--- config.mk ---
export PLATFORM = sky130hd
export DESIGN_NAME = sram_controller
export DESIGN_NICKNAME = d
export VERILOG_FILES = /design/src/rtl/sram_pkg.sv /design/src/rtl/sram_wait_counter.sv /design/src/rtl/sram_controller.sv
export SDC_FILE = /design/constraint.sdc
export NUM_CORES = 1
export LEC_CHECK = 0
export BUFFER_PORTS_ARGS = -buffer_cell sky130_fd_sc_hd__clkbuf_2
export CORE_MARGIN = 5
export CORE_UTILIZATION = 35
export DETAILED_ROUTE_END_ITERATION = 8
export GPL_ROUTABILITY_DRIVEN = 0
export SYNTH_ARGS = -nofsm -noshare
export SYNTH_HDL_FRONTEND = slang
export SYNTH_HIERARCHICAL = 1
export SYNTH_SLANG_ARGS = --single-unit
--- constraint.sdc ---
create_clock -name clk -period 10 [get_ports clk]
set_input_delay 2 -clock clk [delete_from_list [all_inputs] [get_ports clk]]
set_output_delay 2 -clock clk [all_outputs]
set_load 0.005 [all_outputs]
--- src/rtl/sram_pkg.sv ---
// Shared definitions for the 32-bit-over-16-bit SRAM controller.
package sram_pkg;

    typedef enum logic [1:0] {
        S_IDLE = 2'd0,
        S_LOW  = 2'd1,
        S_HIGH = 2'd2,
        S_DONE = 2'd3
    } state_e;

    localparam int unsigned DEF_WAIT_CYCLES = 2;
    localparam logic [31:0] DEF_BASE_ADDR   = 32'd1024;
    localparam int unsigned CNT_W           = 4;

endpackage

--- src/rtl/sram_wait_counter.sv ---
// Per-phase wait counter: counts SRAM cycles inside a LOW or HIGH phase.
module sram_wait_counter
    import sram_pkg::*;
#(
    parameter int unsigned WAIT_CYCLES = DEF_WAIT_CYCLES
) (
    input  logic clk,
    input  logic rst,
    input  logic clear,
    input  logic enable,
    output logic last,
    output logic pre_last
);

    logic [CNT_W-1:0] cnt_q;

    always_ff @(posedge clk or posedge rst) begin
        if (rst) begin
            cnt_q <= '0;
        end else if (clear) begin
            cnt_q <= '0;
        end else if (enable) begin
            cnt_q <= cnt_q + CNT_W'(1);
        end
    end

    // pre_last lets the owner register an output that must change on the last cycle
    assign last     = (cnt_q == CNT_W'(WAIT_CYCLES - 1));
    assign pre_last = (cnt_q == CNT_W'(WAIT_CYCLES - 2));

endmodule

--- src/rtl/sram_controller.sv ---
// Splits one 32-bit load/store into two 16-bit SRAM phases (low half, then high half).
module sram_controller
    import sram_pkg::*;
#(
    parameter int unsigned WAIT_CYCLES = DEF_WAIT_CYCLES,
    parameter logic [31:0] BASE_ADDR   = DEF_BASE_ADDR
) (
    input  logic        clk,
    input  logic        rst,
    input  logic        MEM_R_EN,
    input  logic        MEM_W_EN,
    input  logic [31:0] address,
    input  logic [31:0] wdata,
    output logic [31:0] rdata,
    output logic        ready,
    output logic [17:0] sram_addr,
    input  logic [15:0] sram_dq_in,
    output logic [15:0] sram_dq_out,
    output logic        sram_dq_oe,
    output logic        sram_we_n
);

    state_e      state_q;
    logic        wr_q;
    logic [16:0] word_q;
    logic [31:0] wdata_q;
    logic [31:0] rdata_q;
    logic [17:0] addr_q;
    logic [15:0] dq_out_q;
    logic        dq_oe_q;
    logic        we_n_q;

    logic        req;
    logic        in_phase;
    logic        ph_last;
    logic        ph_pre_last;
    logic [31:0] offs;
    logic [16:0] word_d;
    logic        unused_offs;

    assign req      = MEM_R_EN | MEM_W_EN;
    assign in_phase = (state_q == S_LOW) || (state_q == S_HIGH);
    assign offs     = address - BASE_ADDR;
    // Word index bits above 16 do not fit the 18-bit halfword bus and are dropped
    assign word_d      = offs[18:2];
    assign unused_offs = ^{offs[31:19], offs[1:0]};

    sram_wait_counter #(
        .WAIT_CYCLES(WAIT_CYCLES)
    ) u_wait (
        .clk     (clk),
        .rst     (rst),
        .clear   (!in_phase || ph_last),
        .enable  (in_phase && !ph_last),
        .last    (ph_last),
        .pre_last(ph_pre_last)
    );

    always_ff @(posedge clk or posedge rst) begin
        if (rst) begin
            state_q  <= S_IDLE;
            wr_q     <= 1'b0;
            word_q   <= '0;
            wdata_q  <= '0;
            rdata_q  <= '0;
            addr_q   <= '0;
            dq_out_q <= '0;
            dq_oe_q  <= 1'b0;
            we_n_q   <= 1'b1;
        end else begin
            case (state_q)
                S_IDLE: begin
                    if (req) begin
                        state_q  <= S_LOW;
                        wr_q     <= MEM_W_EN;
                        word_q   <= word_d;
                        wdata_q  <= wdata;
                        addr_q   <= {word_d, 1'b0};
                        dq_out_q <= wdata[15:0];
                        dq_oe_q  <= MEM_W_EN;
                        we_n_q   <= ~MEM_W_EN;
                    end
                end
                S_LOW: begin
                    if (ph_last) begin
                        state_q  <= S_HIGH;
                        addr_q   <= {word_q, 1'b1};
                        dq_out_q <= wdata_q[31:16];
                        we_n_q   <= ~wr_q;
                        if (!wr_q) rdata_q[15:0] <= sram_dq_in;
                    end else if (ph_pre_last) begin
                        // strobe released one cycle early so data is held past it
                        we_n_q <= 1'b1;
                    end
                end
                S_HIGH: begin
                    if (ph_last) begin
                        state_q <= S_DONE;
                        dq_oe_q <= 1'b0;
                        we_n_q  <= 1'b1;
                        if (!wr_q) rdata_q[31:16] <= sram_dq_in;
                    end else if (ph_pre_last) begin
                        we_n_q <= 1'b1;
                    end
                end
                S_DONE:  state_q <= S_IDLE;
                default: state_q <= S_IDLE;
            endcase
        end
    end

    assign ready       = ((state_q == S_IDLE) && !req) || (state_q == S_DONE);
    assign rdata       = rdata_q;
    assign sram_addr   = addr_q;
    assign sram_dq_out = dq_out_q;
    assign sram_dq_oe  = dq_oe_q;
    assign sram_we_n   = we_n_q;

endmodule

# Word level (Yosys, flattened, before mapping)
# Cells that the tools add are included.
[word_totals]
output_inout_bits = 69
word_cells = 64
ff_bits = 124
[op_classes]
bitwise = 3
eq_ne = 7
n_addsub = 2
n_mux = 20
n_reduce_logical = 21
[ops]
columns = ["cell", "count"]
rows = [
  ["two-way mux 18 bit", 2],
  ["case mux 18 bit (2 select lines)", 1],
  ["two-way mux 16 bit", 2],
  ["case mux 16 bit (2 select lines)", 1],
  ["subtractor 19 x 11 -> 19 bit, second input constant", 1],
  ["AND reduction 3 bit", 5],
  ["two-way mux 4 bit", 2],
  ["case mux 2 bit (4 select lines)", 1],
  ["two-way mux 1 bit", 6],
  ["two-way mux 2 bit", 3],
  ["!= test 2 bit, second input constant", 3],
  ["nonzero test 2 bit", 3],
  ["adder 4 x 1 -> 4 bit, second input constant", 1],
  ["== test 2 bit, second input constant", 2],
  ["== test 4 x 1 -> 1 bit, second input constant", 1],
  ["zero test 4 bit", 1],
  ["AND reduction 2 bit", 2],
  ["zero test 1 bit", 3],
  ["logical OR 1 bit", 3],
  ["case mux 1 bit (3 select lines)", 1],
  ["nonzero test 3 bit", 1],
  ["== test 2 x 1 -> 1 bit, second input constant", 1],
  ["logical AND 1 bit", 2],
  ["zero test 2 bit", 1],
  ["other kinds (3)", 4],
]

# Depth between registers and ports, before layout
# Gate-level depths: netlist (run 1).
[depth]
ltp_word = 5
mapped_depth = 9
mapped_depth_nobuf = 7

# Modules after synthesis
# Netlist (run 1), hierarchy kept.
[by_module_without_submodules]
columns = ["module", "seq_area_each_um2", "area_per_inst_um2", "n_inst", "cells_per_inst"]
rows = [
  ["sram_controller", 2603.7, 4481.8, 1, 361],
  ["sram_wait_counter", 100.1, 244.0, 1, 23],
]

# Worst setup path after synthesis (run 1)
# OpenSTA, ideal clock, no wires.
[synth_path]
path_type = "input to output"
from = "in MEM_W_EN"
to = "out ready"
t_required_ps = 8000
path_slack_ps = 5638
arrival_time_ps = 2362
path_buffers = 0
cell_stages = 2
cell_sequence = "nor3b_2 or2_2"
[synth_via]
elab_chain_len = 4
[synth_rtl]
columns = ["item", "line", "text"]
rows = [
  ["from (decl)", "sram_controller.sv:11", "input logic MEM_W_EN,"],
  ["OR 1 bit", "sram_controller.sv:41", "assign req = MEM_R_EN | MEM_W_EN;"],
  ["zero test 1 bit", "sram_controller.sv:112", "assign ready = ((state_q == S_IDLE) && !req) || (state_q == S_DONE);"],
  ["logical AND 1 bit", "sram_controller.sv:112", ""],
  ["logical OR 1 bit", "sram_controller.sv:112", ""],
  ["to (decl)", "sram_controller.sv:15", "output logic ready,"],
]
# No other way between the ends.

# Worst setup path in the final report (run 1)
# Same ends and word-level chain as after synthesis.

==> metrics.md, run 1 <==
| Metric | Value |
|---|---|
| Vias | `3257` |
| Largest net degree at the start of global routing | `59` |
| CP Class | `input pin to output port` |
| Final hold violations | `0` |
| Worst setup SP type | `input pin` |
| Measured slew at the worst slew-check pin | `875 ps` |
| Fraction of layout cells with a size suffix above 1 | `0.436` |
| H-tree depth | `3` |
| DP HPWL | `7210 um` |
| Worst r2r dst | `rdata[21]` |
| Synth unique cells | `39` |
| Peak Freq | `214 MHz` |
| Logic pwr share | `0.404` |
| Critical path arrival | `2680 ps` |
| Final-stage net count | `609` |
| Fillcell total | `1290` |
| Root Driver | `clkbuf_16` |
| Slew headroom | `0.415` |
| Vias in the first global route | `3471` |
| N_diodes | `0` |
| DRT Wirelength | `9980 um` |
| Synthesized area per cell | `12.3 sq um` |
| Resize count post-CTS | `0` |
| CP peak stage delay | `280 ps` |
| Post-CTS Hold Buffers | `0` |
| # IOs | `153` |
| PD cells | `325 nW/um^2` |
| Net switching power | `654 uW` |
| I/O Buffers | `137` |
| Cells after Synth | `384` |
| FF-to-FF setup slack | `7280 ps` |
| Outcome | `finished clean` |
| Sequential power share | `0.405` |
| Die extent in x | `126 um` |
| Most used cell, CP | `clkbuf_2` |
| Area growth syn-to-layout | `24.2%` |
| Yosys reg bits | `108` |
| Core area | `13200 sq um` |
| Seq/Total Area, Yosys | `0.572` |
| Initial drt markers | `111` |
| Hold slack | `481 ps` |
| Critical path's slowest cell | `nor3b_2` |
| DRC viols | `0` |
| Start point of the critical path | `MEM_W_EN` |
| Cells on worst reg2reg path | `5` |
| First-pass GRT wire length | `17100 um` |
| M1 WL | `4500 um` |
| Pins over their slew limit | `0` |
| Worst Skew | `7.37 ps` |
| Switching part of the total | `0.343` |
| Final Critical Period | `4680 ps` |
| Crit path capture type | `output port` |
| CTS Sinks | `108` |
| GR Util All Layers | `0.132` |
| Pre-antenna DRT Iters | `4` |
| Critical Path Fanout Max | `6` |
| Total clock buffers created by CTS | `9` |
| Met2 wire length | `4400 um` |
| Avg WL per Cell | `14.3 um` |
| Vias per inst | `4.67` |
| Post-route ant nets | `0` |
| RSZ-0062 raised after global routing | `no` |
| Leakage Power | `0.00279 uW` |
| Clock Pin Slew Worst Setup and Hold Paths | `70 ps` |
| Int Pwr | `1250 uW` |
| Die Ht | `126 um` |
| Global route overflow | `0` |
| Initial antenna violation count | `0` |
| Clock latency at the later pin of the worst-skew pair | `340 ps` |
| Max Root-Sink Buffers | `2` |
| Worst vdd ir | `0.155 mV` |
| Maxcap violations | `0` |
| Crit path required time | `8000 ps` |
| Net Count, Synth | `477` |
| Setup TNS | `0 ps` |
| Die area | `15900 sq um` |
| Warning count from the yosys run | `6` |
| Hold WC Path Type | `flop to flop` |
| Worst r2r src | `u_wait/cnt_q[1]` |
| Crit share post-route | `0.468` |
| # setup viols final | `0` |
| CTS tree | `built` |
| Top Layer Used | `met4` |
| CP endpoint | `ready` |
| Site Rows | `42` |
| Post-Syn Area | `4730 sq um` |
| Crit path cell chain | `clkbuf_2 > nor3b_2 > or2_2 > clkbuf_2` |
| Clock power share | `0.191` |
| Initial core utilization | `0.357` |
| Met3 Wirelength | `942 um` |
| Post-CTS Repair Setup Buffers | `0` |
[worst min path at each step]
stage	from	endpoint	slack (ps)	depth (start not counted)
2_1_floorplan	word_q[15]	word_q[15]	450	2
3_3_place_gp	word_q[16]	word_q[16]	460	2
3_5_place_dp	word_q[16]	word_q[16]	470	2
4_1_cts	word_q[16]	word_q[16]	490	2
5_1_grt	word_q[13]	word_q[13]	510	2
6_report	sram_addr[6]	sram_addr[6]	480	2
[state kept, by name, indices dropped and copies added, names as in the netlist]
register,cells
rdata,32
sram_addr,18
sram_dq_oe,1
sram_dq_out,16
sram_we_n,1
state_q,2
u_wait/cnt_q,4
wdata_q,16
word_q,17
wr_q,1
[final cells by class]
| class | count | area (sq um) | area share |
|---|---|---|---|
| repair buffers | 140 | 708 | 0.121 |
| multi-input cells | 248 | 1890 | 0.321 |
| inverters | 9 | 36.3 | 0.00618 |
| clock inverters | 3 | 43.8 | 0.00746 |
| well taps | 176 | 220 | 0.0375 |
| flip-flops and latches | 108 | 2700 | 0.461 |
| clock buffers | 13 | 270 | 0.0461 |
[routing by layer]
metal | vias up | GRT usage
li1 | 1584 | -
met3 | 11 | 0.0593
met5 | - | 0
met2 | 104 | 0.205
met1 | 1558 | 0.166
met4 | 0 | 0.0397
[Yosys cell counts]
| master | instances | area [sq um] |
|---|---|---|
| buf_6 | 4 | 45.0 |
| nor2_1 | 12 | 45.0 |
| mux2_2 | 59 | 664 |
| o211ai_1 | 2 | 15.0 |
| or2_2 | 2 | 12.5 |
| xor2_1 | 2 | 17.5 |
| xnor2_1 | 6 | 52.6 |
| dfrtp_1 | 107 | 2680 |
| o21ai_0 | 22 | 110 |
| nand3_1 | 2 | 10.0 |
| dfstp_2 | 1 | 26.3 |
| o22ai_1 | 1 | 6.26 |
| ha_1 | 9 | 113 |
| clkbuf_1 | 3 | 11.3 |
| nand3b_1 | 2 | 15.0 |
| nor2b_1 | 5 | 31.3 |
| o21ai_1 | 23 | 115 |
| or3_4 | 1 | 11.3 |
| a31oi_1 | 1 | 6.26 |
| a21oi_1 | 8 | 40.0 |
| nand2b_1 | 2 | 12.5 |
| mux2_4 | 1 | 15.0 |
| inv_1 | 9 | 33.8 |
| nor3b_1 | 3 | 22.5 |
| nand2_1 | 44 | 165 |
| nor3b_2 | 1 | 12.5 |
| nor4_1 | 1 | 6.26 |
| a22o_1 | 1 | 8.76 |
| a32oi_1 | 2 | 17.5 |
| nor3_1 | 3 | 15.0 |
| nand4_1 | 1 | 6.26 |
| a21bo_2 | 1 | 10.0 |
| nor4_4 | 1 | 21.3 |
| mux2i_1 | 26 | 260 |
| a31o_2 | 1 | 8.76 |
| and2_1 | 1 | 6.26 |
| buf_2 | 12 | 60.1 |
| o21bai_1 | 1 | 7.51 |
| or4_4 | 1 | 11.3 |
[metrics by stage]
| step | power [uW] | std cells | cell area [sq um] | worst slack (ps) | util |
|---|---|---|---|---|---|
| floorplan | 1310 | 384 | 4730 | 5270 | - |
| detailed placement | 1580 | 681 | 5550 | 5310 | 0.419 |
| global route | 2070 | 697 | 5870 | 5240 | 0.443 |
| CTS | 1950 | 697 | 5870 | 5320 | 0.443 |
| global placement | 1540 | 681 | 5550 | 5330 | 0.419 |
| finish | 1910 | 697 | 5870 | 5320 | 0.443 |
[power by group through the flow]
stage	Clock, uW	Sequential, uW	Combinational, uW
after detailed placement	0	783	792
after global routing	395	802	877
after global placement	0	771	770
after floorplan	0	775	539
final	364	773	771
after CTS	380	776	792
[worst max-delay path: cells and delay by family]
family | cells | cell delay [ps]
buffers and inverters | 2 | 240
and+or+nand+nor | 2 | 430
[cell usage in the layout (no fill, tap or decap), drive strengths merged]
cell type | synthesis | final
a21bo | 1 | 1
a21oi | 8 | 8
a22o | 1 | 1
a31o | 1 | 1
a31oi | 1 | 1
a32oi | 2 | 2
and2 | 1 | 1
buf | 16 | 3
bufinv | 0 | 1
clkbuf | 3 | 150
clkinv | 0 | 2
dfrtp | 107 | 107
dfstp | 1 | 1
ha | 9 | 9
inv | 9 | 9
mux2 | 60 | 60
mux2i | 26 | 26
nand2 | 44 | 44
nand2b | 2 | 2
nand3 | 2 | 2
nand3b | 2 | 2
nand4 | 1 | 1
nor2 | 12 | 12
nor2b | 5 | 5
nor3 | 3 | 3
nor3b | 4 | 4
nor4 | 2 | 2
o211ai | 2 | 2
o21ai | 45 | 45
o21bai | 1 | 1
o22ai | 1 | 1
or2 | 2 | 2
or3 | 1 | 1
or4 | 1 | 1
xnor2 | 6 | 6
xor2 | 2 | 2
[logic make-up (layout without fill, tap and decap cells)]
family / count (synthesis) / in the layout / share of synthesized area
simple gates: 82 / 82 / 0.0855
buf+inv: 28 / 165 / 0.0318
compound gates: 63 / 63 / 0.0731
fa+ha+maj: 9 / 9 / 0.0238
flops: 108 / 108 / 0.572
xor+xnor: 8 / 8 / 0.0148
mux: 86 / 86 / 0.199
Note: power is estimated with default switching activity, not from simulation.
==> run 2: changes to the inputs <==
clock period = 4.7 ns   (was 10 ns; I/O delays follow)
==> run 2 against run 1 <==
Against the previous run:
- clock skew rose by 1.8 ps
- highest routed layer unchanged
- first-iteration DRC count down 9.0%
- utilization down 0.085 points
==> metrics.md, run 2 (synthesis gave the netlist of run 1 again) <==
| Metric | Value |
|---|---|
| Cells on worst reg2reg path | `6 (+1)` |
| Worst r2r dst | `sram_addr[12]` |
| CTS Sinks | `108 (unchanged)` |
| Site Rows | `42 (unchanged)` |
| Post-route ant nets | `0 (unchanged)` |
| Outcome | `finished clean` |
| H-tree depth | `3 (unchanged)` |
| Fillcell total | `1294 (+0.31%)` |
| FF/Latch Area | `2700 sq um (unchanged)` |
| Clock latency at the later pin of the worst-skew pair | `340 ps (about the same)` |
| Fraction of layout cells with a size suffix above 1 | `0.436 (unchanged)` |
| Global route overflow | `0 (unchanged)` |
| Die area | `15900 sq um (unchanged)` |
| Post-CTS Hold Buffers | `0 (unchanged)` |
| # setup viols final | `0 (unchanged)` |
| Worst Hold Path EP | `sram_dq_out[15]` |
| Hold_sp | `sram_dq_out[15]` |
| Flip-flop count of the largest register after layout | `32 (unchanged)` |
| Commonest cells after routing, fill and taps aside | `137 x clkbuf_2, 107 x dfrtp_1, 59 x mux2_2` |
| Worst vdd ir | `0.279 mV (+80%)` |
| Worst r2r src | `state_q[1]` |
| Initial drt markers | `101 (-9.0%)` |
| Leakage Power | `0.00279 uW (-0.16%)` |
| Critical path's slowest cell | `dfrtp_1` |
| DP HPWL | `7340 um (+1.9%)` |
| Layout Utilization | `0.442 (-0.000851)` |
| Initial antenna violation count | `0 (unchanged)` |
| Initial core utilization | `0.357 (unchanged)` |
| Final-stage net count | `609 (unchanged)` |
| N_diodes | `0 (unchanged)` |
| Pins over their slew limit | `0 (unchanged)` |
| I/O Buffers | `137 (unchanged)` |
| Crit share post-route | `0.593` |
| PD cells | `693 nW/um^2 (+110%)` |
| Core area | `13200 sq um (unchanged)` |
| Maxcap violations | `0 (unchanged)` |
| Largest net degree at the start of global routing | `71 (+20%)` |
| Root Driver | `clkbuf_16` |
| Slew headroom | `0.385 (-0.0299)` |
| Hold path depth | `2 (unchanged)` |
| Crit path required time | `3760 ps (-4240 ps)` |
| CP Class | `flop to output port` |
| Crit path capture type | `output port` |
| Die extent in x | `126 um (unchanged)` |
| Final Critical Period | `2790 ps` |
| Critical Path Fanout Max | `8 (+2)` |
| Crit path cell chain | `inv_1 > ha_1 > nor3b_2 > or2_2 > clkbuf_2` |
| Peak Freq | `359 MHz` |
| Worst path buffer plus inverter count | `2 (unchanged)` |
| Worst setup SP type | `flop` |
| Resize count post-CTS | `0 (unchanged)` |
| GR Util All Layers | `0.133 (+0.00153)` |
| Critical path arrival | `1850 ps (-830 ps)` |
| Commonest non-fill, non-tap cell in the layout | `clkbuf_2` |
| RSZ-0062 raised after global routing | `no` |
| DRC viols | `0 (unchanged)` |
| CTS tree | `built` |
| Vias | `3283 (+0.80%)` |
| Avg WL per Cell | `14.5 um (+1.2%)` |
| Measured slew at the worst slew-check pin | `919 ps (+44.0 ps)` |
| CP peak stage delay | `420 ps (+140 ps)` |
| First-pass GRT wire length | `17200 um (+0.49%)` |
| Area of the multi-input gates | `1890 sq um (unchanged)` |
| Worst Skew | `9.16 ps (+1.79 ps)` |
| Setup TNS | `0 ps (unchanged)` |
| Die Ht | `126 um (unchanged)` |
| FF-to-FF setup slack | `1960 ps (-5320 ps)` |
| Top delay family on crit path | `simple AND/OR/NAND/NOR gates` |
| Max Root-Sink Buffers | `2 (unchanged)` |
| Hold slack | `482 ps (+1.01 ps)` |
| DRT Wirelength | `10100 um (+1.2%)` |
| Vias in the first global route | `3323 (-4.3%)` |
| Final hold violations | `0 (unchanged)` |
| # IOs | `153 (unchanged)` |
| Post-CTS Repair Setup Buffers | `0 (unchanged)` |
| Pre-antenna DRT Iters | `4 (unchanged)` |
| Hold WC Path Type | `flop to flop` |
| Total clock buffers created by CTS | `9 (unchanged)` |
| Area growth syn-to-layout | `23.9%` |
| Vias per inst | `4.71 (+0.80%)` |
| Clock Pin Slew Worst Setup and Hold Paths | `70 ps (about the same)` |
-- run 2: metal layers --
metal / global-route usage / part of all wire / vias up
met3: 0.0635 / 0.097 / 12
li1: - / - / 1594
met5: 0 / 0 / -
met2: 0.197 / 0.44 / 115
met4: 0.0372 / 0.014 / 0
met1: 0.176 / 0.45 / 1562
-- run 2: tightest hold or removal path: cells and delay by family (launching register included) --
kind,cells,cell delay [ps]
simple gates,1,40
flops,1,350
compound gates,1,60
-- run 2: per-stage QoR --
step	setup WS, ps	power, uW	instance area, sq um	cells
6_report	1910	4060	5860	697
5_1_grt	1760	4420	5860	697
4_1_cts	1890	4140	5860	697
3_5_place_dp	1960	3360	5550	681
3_3_place_gp	1990	3280	5550	681
2_1_floorplan	1030	2790	4730	384
-- run 2: power breakdown --
part / switching [uW] / internal [uW]
registers: 243 / 1410
clock network: 328 / 431
logic: 837 / 812
total: 1410 / 2650
-- run 2: final cells by class --
type,instances,share of cell area
timing repair buffer,140,0.121
inverter,9,0.00620
multi-input combinational,248,0.322
clock buffer,11,0.0414
clock inverter,5,0.0103
sequential,108,0.462
tap,176,0.0376
-- run 2: worst max path at each step --
stage | depth (start not counted) | start | slack (ps) | to
finish | 5 | state_q[0] | 1910 | ready
global route | 5 | u_wait/cnt_q[1] | 1760 | rdata[24]
floorplan | 1 | rst | 1030 | rdata[0]
CTS | 5 | state_q[0] | 1890 | ready
global placement | 4 | MEM_W_EN | 1990 | wdata_q[17]
detailed placement | 6 | state_q[1] | 1960 | sram_addr[12]
